$ cat src/rtl/wallace_mul_arbiter.sv
// Two-port arbiter sharing one 24x26 Wallace-tree multiplier.
// Operand register feeds the multiplier; each port has its own response register.
module wallace_mul_arbiter #(
    parameter int PRIO_FIXED = 0
) (
    input  logic        clk,
    input  logic        rst,
    input  logic        req0_valid,
    output logic        req0_ready,
    input  logic [23:0] a0,
    input  logic [25:0] b0,
    input  logic        req1_valid,
    output logic        req1_ready,
    input  logic [23:0] a1,
    input  logic [25:0] b1,
    output logic        rsp0_valid,
    input  logic        rsp0_ready,
    output logic [49:0] rsp0_z,
    output logic        rsp1_valid,
    input  logic        rsp1_ready,
    output logic [49:0] rsp1_z,
    output logic        busy
);
    localparam int AW = 24;
    localparam int ZW = 50;

    // Rows are reduced three-at-a-time by 3:2 compressors (24->16->11->8->6->4->3->2),
    // then one carry-propagate add. Arithmetic is mod 2^50, which holds the exact product.
    function automatic logic [ZW-1:0] wallace_mul(input logic [23:0] a, input logic [25:0] b);
        logic [ZW-1:0] row [0:AW-1];
        logic [ZW-1:0] nxt [0:AW-1];
        int n;
        int m;
        for (int i = 0; i < AW; i++)
            row[i] = a[i] ? (ZW'(b) << i) : '0;
        n = AW;
        for (int lvl = 0; lvl < 8; lvl++) begin
            if (n > 2) begin
                m = 0;
                for (int r = 0; r < AW; r++)
                    nxt[r] = '0;
                for (int g = 0; g < 8; g++) begin
                    if (3 * g + 2 < n) begin
                        nxt[m]     = row[3*g] ^ row[3*g+1] ^ row[3*g+2];
                        nxt[m + 1] = ((row[3*g] & row[3*g+1]) | (row[3*g] & row[3*g+2]) |
                                      (row[3*g+1] & row[3*g+2])) << 1;
                        m = m + 2;
                    end
                end
                for (int r = 0; r < AW; r++) begin
                    if (r >= 3 * (n / 3) && r < n) begin
                        nxt[m] = row[r];
                        m = m + 1;
                    end
                end
                row = nxt;
                n = m;
            end
        end
        return row[0] + row[1];
    endfunction

    logic          s1_valid;
    logic          s1_tag;
    logic [23:0]   s1_a;
    logic [25:0]   s1_b;
    logic          rr_last;
    logic          s1_adv;
    logic          s1_open;
    logic          tie_pick1;
    logic          gnt0;
    logic          gnt1;
    logic          accept;
    logic [ZW-1:0] prod;

    assign prod    = wallace_mul(s1_a, s1_b);
    assign s1_adv  = s1_valid && (s1_tag ? (!rsp1_valid || rsp1_ready)
                                         : (!rsp0_valid || rsp0_ready));
    assign s1_open = !s1_valid || s1_adv;

    // On a tie, round-robin grants the port not served last; fixed mode always favours port 0.
    assign tie_pick1  = (PRIO_FIXED != 0) ? 1'b0 : !rr_last;
    assign gnt0       = req0_valid && (!req1_valid || !tie_pick1);
    assign gnt1       = req1_valid && (!req0_valid || tie_pick1);
    assign req0_ready = !rst && s1_open && gnt0;
    assign req1_ready = !rst && s1_open && gnt1;
    assign accept     = req0_ready || req1_ready;
    assign busy       = s1_valid || rsp0_valid || rsp1_valid;

    always_ff @(posedge clk) begin
        if (rst) begin
            s1_valid   <= 1'b0;
            s1_tag     <= 1'b0;
            s1_a       <= '0;
            s1_b       <= '0;
            rr_last    <= 1'b1;
            rsp0_valid <= 1'b0;
            rsp1_valid <= 1'b0;
            rsp0_z     <= '0;
            rsp1_z     <= '0;
        end else begin
            if (accept) begin
                s1_valid <= 1'b1;
                s1_tag   <= req1_ready;
                s1_a     <= req1_ready ? a1 : a0;
                s1_b     <= req1_ready ? b1 : b0;
                rr_last  <= req1_ready;
            end else if (s1_adv) begin
                s1_valid <= 1'b0;
            end

            // Drain first so a same-cycle refill wins.
            if (rsp0_valid && rsp0_ready)
                rsp0_valid <= 1'b0;
            if (s1_adv && !s1_tag) begin
                rsp0_valid <= 1'b1;
                rsp0_z     <= prod;
            end

            if (rsp1_valid && rsp1_ready)
                rsp1_valid <= 1'b0;
            if (s1_adv && s1_tag) begin
                rsp1_valid <= 1'b1;
                rsp1_z     <= prod;
            end
        end
    end
endmodule

$ cat config.mk
export PLATFORM = sky130hd
export DESIGN_NAME = wallace_mul_arbiter
export DESIGN_NICKNAME = d
export VERILOG_FILES = /design/src/rtl/wallace_mul_arbiter.sv
export SDC_FILE = /design/constraint.sdc
export NUM_CORES = 2
export LEC_CHECK = 0
export BUFFER_PORTS_ARGS = -buffer_cell sky130_fd_sc_hd__buf_2
export CORE_MARGIN = 3
export CORE_UTILIZATION = 58
export CTS_BUF_LIST = sky130_fd_sc_hd__clkbuf_16
export CTS_CLUSTER_SIZE = 10
export DETAILED_ROUTE_END_ITERATION = 8
export GPL_TIMING_DRIVEN = 0
export PLACE_DENSITY_LB_ADDON = 0.08
export SKIP_LAST_GASP = 1
export SYNTH_ARGS = -nofsm -noshare
export SYNTH_HDL_FRONTEND = slang
export SYNTH_SLANG_ARGS = --single-unit
export TNS_END_PERCENT = 20
$ cat constraint.sdc
create_clock -name clk -period 18 [get_ports clk]
set_clock_uncertainty 0.2 [all_clocks]
set_input_delay 0.9 -clock clk [delete_from_list [all_inputs] [get_ports clk]]
set_output_delay 0.9 -clock clk [all_outputs]
set_load 0.02 [all_outputs]
# Yosys cells after proc, flatten, opt, wreduce, memory -nomap -nowiden
# Cells that the tools add are included.
# op_classes
n_div,0
magnitude_cmp,0
mux,33
bitwise,154
n_eq_ne,0
n_mul,0
n_shift,0
n_reduce_logical,29
add_sub_neg,1
# ops
operator,n
AND 49 bit,22
OR 49 bit,21
bitwise XOR 50 bit,17
AND 36 x 49 -> 49 bit,2
AND 47 x 49 -> 49 bit,2
OR 49 x 44 -> 49 bit,2
AND 41 x 43 -> 43 bit,2
AND 38 x 40 -> 40 bit,2
AND 32 x 35 -> 35 bit,2
AND 32 x 34 -> 34 bit,2
AND 29 x 31 -> 31 bit,2
OR 31 bit,2
two-way mux 26 bit,2
adder 50 bit,1
bitwise XOR 40 x 50 -> 50 bit,1
bitwise XOR 50 x 35 -> 50 bit,1
bitwise XOR 50 x 44 -> 50 bit,1
bitwise XOR 50 x 49 -> 50 bit,1
AND 46 x 49 -> 49 bit,1
AND 48 x 49 -> 49 bit,1
two-way mux 49 bit,1
OR 48 x 49 -> 49 bit,1
OR 49 x 35 -> 49 bit,1
OR 49 x 40 -> 49 bit,1
other kinds (95),126
# word_totals
regBits,155
input_bits,106
elab_cells,226
mem_bits_rw,0
latchBits,0
memories,0
output_inout_bits,105
romBits,0

# Depth between registers and ports, before layout
# depth
depth_word,23
depth_mapped,25

# Worst setup path after synthesis
# OpenSTA, ideal clock, no wires.
# synth_path
path_kind,reg-to-reg
from,register s1_a[20]
to,register rsp1_z[46]
required_ns,17.678
setup_time_ns,0.122
n_path_buf,4
t_arrival_ns,6.571
path_stages_with_launch,24
slack_ns,11.107
path_cell_list,dfxtp_1 > clkbuf_1 > clkbuf_1 > nand2_1 > fa_1 > inv_1 > fa_1 > inv_1 > fa_1 > fa_1 > fa_1 > fa_1 > fa_1 > inv_1 > ha_1 > clkbuf_1 > and3_1 > buf_2 > nand4b_1 > o211ai_1 > a31oi_2 > o41ai_2 > nor2_1 > a221o_1
# synth_via
elab_chain_cells,21
word_cells_on_any_way,52
# synth_lines
item,line,text
"start, declared",65,logic [23:0] s1_a;
"start signal, assigned",105,s1_a <= req1_ready ? a1 : a0;
two-way mux 46 bit (*),35,row[i] = a[i] ? (ZW'(b) << i) : '0;
AND 44 x 46 -> 46 bit,45,nxt[m + 1] = ((row[3*g] & row[3*g+1]) | (row[3*g] & row[3*g+2]) |
OR 45 x 46 -> 46 bit,45,
OR 46 bit,45,
bitwise XOR 50 bit,44,nxt[m] = row[3*g] ^ row[3*g+1] ^ row[3*g+2];
bitwise XOR 50 x 49 -> 50 bit,44,
AND 49 bit,45,
OR 49 bit (2 in a row),45,
AND 49 bit,45,
OR 49 bit (2 in a row),45,
bitwise XOR 50 bit (2 in a row),44,
AND 49 bit,45,
OR 49 bit (2 in a row),45,
AND 49 bit,45,
OR 49 bit (2 in a row),45,
adder 50 bit (*),60,return row[0] + row[1];
"end signal, assigned",124,rsp1_z <= prod;
"end, declared",21,"output logic [49:0] rsp1_z,"
# Every way passes the cells marked *; elsewhere a longest branch is shown, timed or not.
# A chain may end at the register's enable or synchronous reset.

# Final worst setup path
# Same ends and word-level chain as after synthesis.

==> out/metrics.yaml <==
worstSetupStartpointType: "flip-flop"
ctsResizeCount: 0
multi_input_area_mm2: 0.0199
p_per_area_mw_per_mm2: 62.1
whs_ns: 0.253
worstSetupEndpointType: "flip-flop"
cp_max_fo: 10
min_to: "rsp0_z[6]"
fmax_ghz: 0.117
p_switching_w: 0.000828
yosysMostFrequentCell: "fa_1"
cts_tree: "built"
rsz0062_at_grt: "false"
area_delta_synth_final_pct: 9.34
max_stage_delay_ns: 0.61
clk_pin_slew_ns: 0.06
seq_area_mm2: 0.00310
fin_area_mm2: 0.0277
yosys-top-cells-area: "fa_1, dfxtp_1, and2_1, nand2_1, ha_1"
slew_headroom_pct: 35.9
synth_top_area_share_pct: 42.3
ys_ff_latch: 155
synth_cells: 2804
ys_seq_area_share_pct: 12.3
combPwrFrac_pct: 54.6
h-tree-depth: 4
worstMarginPinSlew_ns: 0.960
post_cts_buffers: 0
holdPathStages: 2
synthTopCellsByCount: "fa_1, nand2_1, inv_1"
clockPowerShare_pct: 21.6
synth.distinct_cells: 66
p_int_w: 0.000890
synth_flop_cell: "dfxtp_1"
yosys.area.top_type: "fa_1"
sw_frac_of_total_pct: 48.2
io_buffers: 210
viasPerCell: 5.92
die_x_um: 215
drive_above_1_share_pct: 8.27
cpLargestDelayFamily: "adder cells"
clock-sinks: 155
critPathArrivalTime_ns: 8.65
slowest_stage: "clkbuf_1"
vdd_drop_max_mv: 0.0919
cpMostUsedCell: "fa_1"
setup_ws_ns: 9.48
criticalPathCategory: "reg -> reg"
clk_latency_ns: 0.45
ant_nets: 0
routed_wl_um: 88800
die_y_um: 215
antenna_found_initial: 5
core_mm2: 0.0425
r2r_cells: 23
preCtsSetupSlack_ns: 9.66
cts_hold_buf: 0
min_period_ns: 8.52
grt_first_pass_wirelength_um: 137000
async_flop_share_pct: 0
timing.rr.end: "rsp1_z[46]"
route.detailed.drc: 0
min-delay-start: "rsp0_z[6]"
crit_chain: "clkbuf_1 -> clkbuf_1 -> nand2_1 -> fa_1 -> inv_1 -> fa_1 -> inv_1 -> fa_1 -> fa_1 -> fa_1 -> fa_1 -> fa_1 -> inv_1 -> ha_1 -> clkbuf_1 -> and3_1 -> buf_2 -> nand4b_1 -> o211ai_1 -> a31oi_2 -> o41ai_2 -> nor2_1 -> a221o_1"
cts_buffer_depth: 2
setup_tns_ns: 0
place_area_mm2: 0.0271
netlist_area_mm2: 0.0253
final_cell_count_no_fill: 3624
grt_max_degree: 17
firstDrtPassIters: 6
grt_overflow: 0
synth-edff-count: 0
grt_pass1_vias: 22600
io_pins: 211
initial_utilization_pct: 59.5
placementRows: 75
ys_warn_count: 0
dp_cells: 3591
clk_root_buffer_cell: "clkbuf_16"
routedWlPerCell_um: 24.5
finalHoldViolCount: 0
setup_viol: 0
fin_nets: 3814
min_path_type: "reg -> reg"
power_frac_seq_pct: 23.8
cts_made_buffers: 17
period_share_pct: 47.4
hpwl_um: 74600
r2r_start: "s1_a[20]"
die_area_mm2: 0.0462
slew_viol_final: 0
drtIter0Drc: 2121
r2r_slack_ns: 9.48
status: "finished clean"
num_vias: 21500
routabilityCongestion: 0.993
syn_area_per_cell_um2: 9.02
drv_cap: 0
cp.required_ns: 18.13
crit_buf_inv: 7
leakagePower_nw: 12.4
n_fill_cell: 3630
grt_usage_pct: 39.2
synth_nets: 3585
[power groups by stage]
stage / clock network, W / registers [W] / logic [W]
floorplan: 0 / 0.000404 / 0.000569
global placement: 0 / 0.000412 / 0.000895
detailed placement: 0 / 0.000412 / 0.000898
CTS: 0.000371 / 0.000405 / 0.000919
global route: 0.000382 / 0.000409 / 0.00102
finish: 0.000372 / 0.000409 / 0.000938
[flip-flops by register name, summed over array words and instances (netlist names)]
register / count
s1_b: 26
rsp0_valid: 1
s1_valid: 1
rr_last: 1
rsp1_z: 50
s1_tag: 1
s1_a: 24
rsp0_z: 50
rsp1_valid: 1
[cells in the final DEF (no fill, tap or decap), drive strengths merged, types with 19 or more instances in the layout]
cell,n
fa,534
nand2,474
inv,423
and2,385
buf,215
clkbuf,195
dfxtp,155
ha,141
a21oi,111
nor2,83
nand3,40
a311oi,32
o21ai,23
a21o,20
a222oi,19
[worst max path at each step]
stage	from	to	slack, ns	depth (start not counted)
finish	s1_a[20]	rsp1_z[46]	9.48	23
global route	s1_a[11]	rsp1_z[46]	9.26	21
CTS	s1_a[20]	rsp1_z[46]	9.59	23
detailed placement	s1_a[11]	rsp1_z[46]	9.66	21
global placement	s1_a[20]	rsp1_z[46]	9.67	23
floorplan	s1_a[20]	rsp1_z[46]	11.11	23
[logic make-up after synthesis]
family / synth area share, %
muxes: 0.119
AOI/OAI and AO/OA: 8.04
buffers and inverters: 8.91
adders and majority gates: 49.2
DFF: 12.3
and+or+nand+nor: 20.5
xor gates and xnor gates: 0.900
[worst reg2reg max path, delay by kind of cell, from the launching register on]
family / cells / cell delay, ns
adders and majority gates: 8 / 3.89
buffers and inverters: 7 / 1.77
DFF: 1 / 0.31
and+or+nand+nor: 4 / 0.60
AOI/OAI and AO/OA: 4 / 1.63
[per-layer routing]
metal,share of wire [%],global-route usage (%),up-vias,wire (um)
met1,39,53.8,10800,34700
met3,12,9.82,230,10800
met5,0.026,0,-,23
met2,44,60.2,1332,39100
li1,-,-,9126,-
met4,4.8,16.1,6,4270
[stage by stage]
| step | utilization [%] | total power, W |
|---|---|---|
| floorplan | - | 0.000973 |
| global placement | 63.7 | 0.00131 |
| detailed placement | 63.7 | 0.00131 |
| CTS | 65.1 | 0.00170 |
| global route | 65.1 | 0.00181 |
| finish | 65.1 | 0.00172 |
[cell type report]
type                            count  share of cell area (%)
Antenna cell                        1                 0.00905
Buffer                            183                    2.49
Clock buffer                       17                    1.54
Clock inverter                     15                   0.588
Inverter                          417                    5.66
Multi-Input combinational cell   2049                    72.1
Sequential cell                   155                    11.2
Tap cell                          577                    2.61
Timing Repair Buffer              210                    3.80
(Power assumes the default switching activity.)
